[config.mk]
export PLATFORM = sky130hd
export DESIGN_NAME = multi_tick_timer
export DESIGN_NICKNAME = d
export VERILOG_FILES = /design/src/rtl/multi_tick_timer.sv
export SDC_FILE = /design/constraint.sdc
export NUM_CORES = 1
export LEC_CHECK = 0
export BUFFER_PORTS_ARGS = -buffer_cell sky130_fd_sc_hd__buf_2
export CAP_MARGIN = 25
export CORE_ASPECT_RATIO = 1.5
export CORE_MARGIN = 5
export CORE_UTILIZATION = 26
export CTS_BUF_LIST = sky130_fd_sc_hd__clkbuf_16
export CTS_CLUSTER_SIZE = 14
export DETAILED_ROUTE_END_ITERATION = 6
export PLACE_DENSITY = 0.52
export RECOVER_POWER = 25
export SETUP_SLACK_MARGIN = 0.1
export SLEW_MARGIN = 20
export SYNTH_ARGS = -nofsm -noshare
export SYNTH_HDL_FRONTEND = slang
export SYNTH_SLANG_ARGS = --single-unit
[constraint.sdc]
create_clock -name pclk -period 7.9 [get_ports pclk]
set_input_delay 0.395 -clock pclk [delete_from_list [all_inputs] [get_ports pclk]]
set_output_delay 0.395 -clock pclk [all_outputs]
set_load 0.01 [all_outputs]
[src/rtl/multi_tick_timer.sv]
// multi_tick_timer: NUM_CH independent up-counting timers sharing one clock.
// Each channel counts steps up to its period, pulses tick for one cycle on
// expiry, and in one-shot mode latches done until it is cleared.
// Optional feature: define MULTI_TICK_TIMER_PRESCALE_EN to add a shared
// prescaler so counters only step every PRESCALE pclk cycles.

module multi_tick_timer #(
    parameter int unsigned NUM_CH    = 2,
    parameter int unsigned CNT_WIDTH = 30,
    parameter int unsigned PRESCALE  = 1
) (
    input  logic                          pclk,
    input  logic                          presetn,
    input  logic [NUM_CH-1:0]             ch_en,
    input  logic [NUM_CH-1:0]             ch_clr,
    input  logic [NUM_CH-1:0]             ch_oneshot,
    input  logic [NUM_CH*CNT_WIDTH-1:0]   ch_period,
    output logic [NUM_CH-1:0]             tick,
    output logic [NUM_CH-1:0]             done,
    output logic                          tick_any
);

    localparam logic [CNT_WIDTH-1:0] CntOne = CNT_WIDTH'(1);

    // A zero prescale has no meaning; this empty block only exists so the
    // parameter is always referenced, even when the prescaler is compiled out.
    if (PRESCALE == 0) begin : g_prescaleZero
    end

    logic stepStrobe;

`ifdef MULTI_TICK_TIMER_PRESCALE_EN
    localparam int unsigned     PscWidth = (PRESCALE > 1) ? $clog2(PRESCALE) : 1;
    localparam logic [PscWidth-1:0] PscLast  = PscWidth'(PRESCALE - 1);
    localparam logic [PscWidth-1:0] PscOne   = PscWidth'(1);

    logic [PscWidth-1:0] psc_q;
    logic [PscWidth-1:0] psc_d;

    assign stepStrobe = (psc_q == PscLast);

    // Free-running prescaler: restart after the strobe cycle.
    always_comb begin
        psc_d = stepStrobe ? '0 : (psc_q + PscOne);
    end

    // Prescaler register.
    always_ff @(posedge pclk or negedge presetn) begin
        if (!presetn) begin
            psc_q <= '0;
        end else begin
            psc_q <= psc_d;
        end
    end
`else
    assign stepStrobe = 1'b1;
`endif

    logic [NUM_CH-1:0][CNT_WIDTH-1:0] cnt_q;
    logic [NUM_CH-1:0][CNT_WIDTH-1:0] cnt_d;
    logic [NUM_CH-1:0][CNT_WIDTH-1:0] shadow_q;
    logic [NUM_CH-1:0][CNT_WIDTH-1:0] shadow_d;
    logic [NUM_CH-1:0]                tick_q;
    logic [NUM_CH-1:0]                tick_d;
    logic [NUM_CH-1:0]                done_q;
    logic [NUM_CH-1:0]                done_d;
    logic                             tickAny_q;

    // Per-channel next state. While the counter sits at 0 the live ch_period
    // is the period in force, so a fresh count always uses the newest value;
    // once counting has started only the shadow copy matters until the wrap.
    always_comb begin
        logic [CNT_WIDTH-1:0] periodIn;
        logic [CNT_WIDTH-1:0] effPeriod;
        logic                 advance;

        cnt_d     = cnt_q;
        shadow_d  = shadow_q;
        tick_d    = '0;
        done_d    = done_q;
        periodIn  = '0;
        effPeriod = '0;
        advance   = 1'b0;

        for (int i = 0; i < int'(NUM_CH); i++) begin
            periodIn  = ch_period[i*CNT_WIDTH +: CNT_WIDTH];
            effPeriod = (cnt_q[i] == '0) ? periodIn : shadow_q[i];
            advance   = stepStrobe && ch_en[i] && !done_q[i] && (effPeriod != '0);

            if (ch_clr[i]) begin
                cnt_d[i]    = '0;
                done_d[i]   = 1'b0;
                shadow_d[i] = periodIn;
            end else if (advance) begin
                if (cnt_q[i] == (effPeriod - CntOne)) begin
                    cnt_d[i]    = '0;
                    tick_d[i]   = 1'b1;
                    shadow_d[i] = periodIn;
                    if (ch_oneshot[i]) begin
                        done_d[i] = 1'b1;
                    end
                end else begin
                    cnt_d[i] = cnt_q[i] + CntOne;
                    if (cnt_q[i] == '0) begin
                        shadow_d[i] = periodIn;
                    end
                end
            end else if (cnt_q[i] == '0) begin
                shadow_d[i] = periodIn;
            end
        end
    end

    // Channel state, tick pulses and the combined tick flag.
    always_ff @(posedge pclk or negedge presetn) begin
        if (!presetn) begin
            cnt_q     <= '0;
            shadow_q  <= '0;
            tick_q    <= '0;
            done_q    <= '0;
            tickAny_q <= 1'b0;
        end else begin
            cnt_q     <= cnt_d;
            shadow_q  <= shadow_d;
            tick_q    <= tick_d;
            done_q    <= done_d;
            tickAny_q <= |tick_d;
        end
    end

    assign tick     = tick_q;
    assign done     = done_q;
    assign tick_any = tickAny_q;

endmodule

Word level (Yosys, flattened, before mapping)
Index checks and enable logic that the tools add are counted.
{"block": "word_totals", "memories": 0, "out_inout_bits": 5, "ram_bits": 0, "romBits": 0, "inputBits": 68, "reg_bits": 125, "latch_bits": 0, "elab_cells": 61}
{"block": "op_classes", "order_cmp": 0, "mul": 0, "shifts": 0, "reduce_logical": 19, "n_eq_ne": 2, "div": 0, "n_addsub": 4, "n_bitwise": 0, "n_mux": 28}
{"cell": "30-bit two-way mux", "n": 14}
{"cell": "30-bit by 1-bit adder with 30-bit output (second input constant)", "n": 2}
{"cell": "30-bit equality test", "n": 2}
{"cell": "30-bit logical NOT", "n": 2}
{"cell": "30-bit nonzero test", "n": 2}
{"cell": "30-bit by 1-bit subtractor with 30-bit output (second input constant)", "n": 2}
{"cell": "1-bit two-way mux", "n": 14}
{"cell": "2-bit nonzero test", "n": 6}
{"cell": "3-bit AND reduction", "n": 2}
{"cell": "1-bit logical AND", "n": 4}
{"cell": "1-bit logical NOT", "n": 2}
{"cell": "2-bit OR reduction", "n": 1}

Longest topological paths before layout
{"block": "depth", "word_depth": 8, "mapped_depth": 21, "ltp_nobuf": 18}

Least setup slack after synthesis
No wires, ideal clock.
{"block": "synth_timing", "path_type": "register -> register", "startpoint": "reg cnt_q[30] (netlist name)", "endpoint": "reg shadow_q[49] (netlist name)", "path_stages_with_launch": 21, "required_time_ns": 7.775, "setup_slack_ns": 2.832, "setup_time_ns": 0.125, "arrival_time_ns": 4.943, "synth_period_minus_slack_ns": 5.068, "n_path_buf": 4, "cell_sequence": "dfrtp_1 > inv_1 > ha_1 > nor4b_1 > nand4_1 > nor2_1 > buf_2 > buf_4 > mux2i_1 > ha_1 > or4b_1 > clkbuf_1 > or4_1 > o31ai_1 > or4_1 > o2bb2a_1 > o211ai_1 > nor4_4 > nor3_4 > buf_6 > mux2_2"}
{"element": "from (decl)", "line_no": "59", "rtl": "logic [NUM_CH-1:0][CNT_WIDTH-1:0] cnt_q;"}
{"element": "from (signal assigned)", "line_no": "123", "rtl": "cnt_q <= cnt_d;"}
{"element": "to (signal assigned)", "line_no": "124", "rtl": "shadow_q <= shadow_d;"}
{"element": "to (decl)", "line_no": "61", "rtl": "logic [NUM_CH-1:0][CNT_WIDTH-1:0] shadow_q;"}

==> flow_summary.ini <==
[outcome]
status = complete, but fails checks
failed_checks = capacitance limit, slew limit

[timing]
min_period_ns = 5.85
relSlewSlack_pct = -177
setup_ws_ns = 2.05
skew_ns = 0.0194
hold_slack_ns = 0.190
slew_viol_final = 75
rsz0062_at_grt = false
fmax_mhz = 171
fin_tns_setup_ns = 0
hold_viol = 0
worst_pin_slew_ns = 4.16
timing.final.crit_share_pct = 74.0
setup_viol = 0

[detailed_routing]
drt-pass1-iter-count = 7
detail_route.wirelength_um = 33700
wl_met2_um = 17700
top_layer_used = met4
vias = 9289
drc_errors = 0
antenna_left = 0
met3WireLength_um = 1540
post_drt_wl_per_cell_um = 20.0
vias_per_cell = 5.50
drtIter0Drc = 764
met1Wirelength_um = 13000

[logic_synthesis]
synthMuxAreaShare_pct = 11.1
synthTopCellsByArea = dfrtp_1 31%, xnor2_1 7.8%, xor2_1 5.0%
ys_ff_latch = 125
ys_async_sr_fraction_pct = 100
syn_nets = 1220
synth_cells = 1146
synth_ff_type = dfrtp_1
synth_xor_area_share_pct = 12.8
synth_cell_types = 82
synthAdderAreaFrac_pct = 0.738
synth_top_area_cell = dfrtp_1
synthTopCellsByCount = 125 x dfrtp_1, 103 x nor2_1, 91 x xnor2_1
synth_edf_count = 0
syn_area_sq_um = 10200
yosysTopAreaCellShare_pct = 30.8
avgSynthCellArea_sq_um = 8.87
synth_top_family_by_area = simple AND/OR/NAND/NOR gates
yosys_warnings = 0
synth.most_common_cell = dfrtp_1
synth.yosys.seq_area_share_pct = 30.8
synth-compound-area-share_pct = 12.8
yosys.area_share.simple_pct = 27.3

[finish]
final_util_pct = 29.9
antenna_cells = 0
drive_gt1_share_pct = 16.0
fillCellCount = 4065
final_area_sq_um = 11500
fin_nets = 1255
syn2layout_area_growth_pct = 13.2

[clock_tree]
cts_max_path_buffers = 2
clk_latency_ns = 0.43
cts.sinks = 125
cts-resized-gates = 0
cts_made_buffers = 17
postCtsSetupBuffers = 0
cts_root_buffer = clkbuf_16
cts_tree = done
ctsHoldBuffers = 0
cts.clk_slew.worst_paths_ns = 0.06
htree_levels = 4

[power_and_ir_drop]
p_per_area_nw_per_um2 = 176
leakagePower_nw = 4.48
ir_drop_mv = 0.122

[grt]
antenna_found_initial = 0
gr-usage-all-layers_pct = 15.5
grt_pass1_vias = 9375
grt_max_degree = 75
grt_pass1_wl_um = 53100
grt-ovfl-total = 0

[place]
place_congestion = 0.899
dp_slack_ns = 2.09
dp_hpwl_um = 25300
io_buffer_count = 72
place_area_sq_um = 10900

[floorplanning]
ios = 73
coreArea_sq_um = 38500
dieArea_sq_um = 43200
start_util_pct = 26.4
dieWidth_um = 171
rows = 88
dieHeight_um = 252

[setup_path]
worst_setup_path_start_kind = flip-flop
arrival_ns = 6.15
end_kind = flip-flop
worst-path-max-fanout = 28
cp.required_ns = 8.21
criticalPathCategory = reg2reg

[job]
drv_cap = 1

[hold_path]
hp-class = in2reg
## critical path, stage by stage, from the launching register on
cell and delay, ns:
dfrtp_1 0.54, nor4_1 0.43, and4_1 0.60, nand2_1 0.27, a21oi_1 0.35, ha_1 0.31, nand2b_1 0.27, or4_1 0.61
o311ai_0 0.33, a211oi_1 0.13, a41o_1 0.22, o2111ai_1 0.43, nor4_4 0.10, a211oi_4 0.24, buf_4 0.45, mux2_2 0.40
## power breakdown
group / internal [mW] / switching [mW] / leakage (nW)
Combinational: 0.187 / 0.255 / 2.58
Clock: 0.527 / 0.321 / 0.301
Sequential: 0.675 / 0.0604 / 1.61
Total: 1.39 / 0.636 / 4.48
## per-stage QoR
stage          std cells  power (mW)
6_report            1688        2.03
3_5_place_dp        1657        1.18
3_3_place_gp        1657        1.18
5_1_grt             1688        2.12
2_1_floorplan       1146        1.04
4_1_cts             1688        2.05
## cell families after synthesis
| family | after synthesis |
|---|---|
| adder cells (fa/ha/maj) | 6 |
| AND/OR/NAND/NOR | 489 |
| AO/OA/AOI/OAI | 180 |
| multiplexers | 98 |
| XOR/XNOR | 149 |
| buffers and inverters | 99 |
| flip-flops | 125 |
## path summary, 6_finish.rpt
path	start	to	slack, ns	depth (start not counted)
worst max-delay path	cnt_q[17]	shadow_q[29]	2.05	15
worst min-delay path	ch_oneshot[1]	done[1]	0.19	2
worst max register to register	cnt_q[17]	shadow_q[29]	2.05	15
worst min register to register	done[1]	done[1]	0.53	1
max in group asynchronous	presetn	shadow_q[28]	4.09	2
min in group asynchronous	presetn	shadow_q[37]	1.42	1
## layout by cell type (no fill, tap or decap), types with 6 or more instances in the layout
master,instances
nand2_1,45
mux2_2,29
o41ai_1,8
nand2b_1,17
buf_2,71
o211ai_1,7
and2_1,11
a311oi_1,7
nor2_1,102
mux2i_1,41
ha_1,6
and3_1,15
a211oi_1,8
and4_1,10
a31oi_1,9
xor2_1,58
nor3_1,70
dfrtp_1,125
or3_1,16
mux2_1,8
nand4_1,27
nand3_1,44
o211a_1,9
or2_2,10
or4_1,21
xnor2_1,91
o2111ai_1,6
inv_1,34
a21oi_1,29
nor4_1,41
buf_4,9
nor2b_1,21
o31ai_1,7
o21ai_0,34
nor4b_1,7
mux2_4,20
clkbuf_16,17
## flip-flops by register name, summed over array words and instances, names as in the netlist
name,count
cnt_q,60
done,2
shadow_q,60
tick,2
tick_any,1
## metal layers
metal / GRT usage, % / up-vias
li1: - / 4310
met1: 17.6 / 4587
met2: 28.2 / 310
met3: 2.47 / 82
met4: 7.00 / 0
met5: 0 / -
## area by class of cell
class | count | area (sq um) | share of cell area, %
Sequential cell | 125 | 3130 | 27.2
Tap cell | 495 | 619 | 5.38
Timing Repair Buffer | 81 | 427 | 3.71
Inverter | 34 | 128 | 1.11
Multi-Input combinational cell | 922 | 6590 | 57.3
Clock inverter | 14 | 194 | 1.68
Clock buffer | 17 | 425 | 3.69
(Power assumes the default switching activity.)
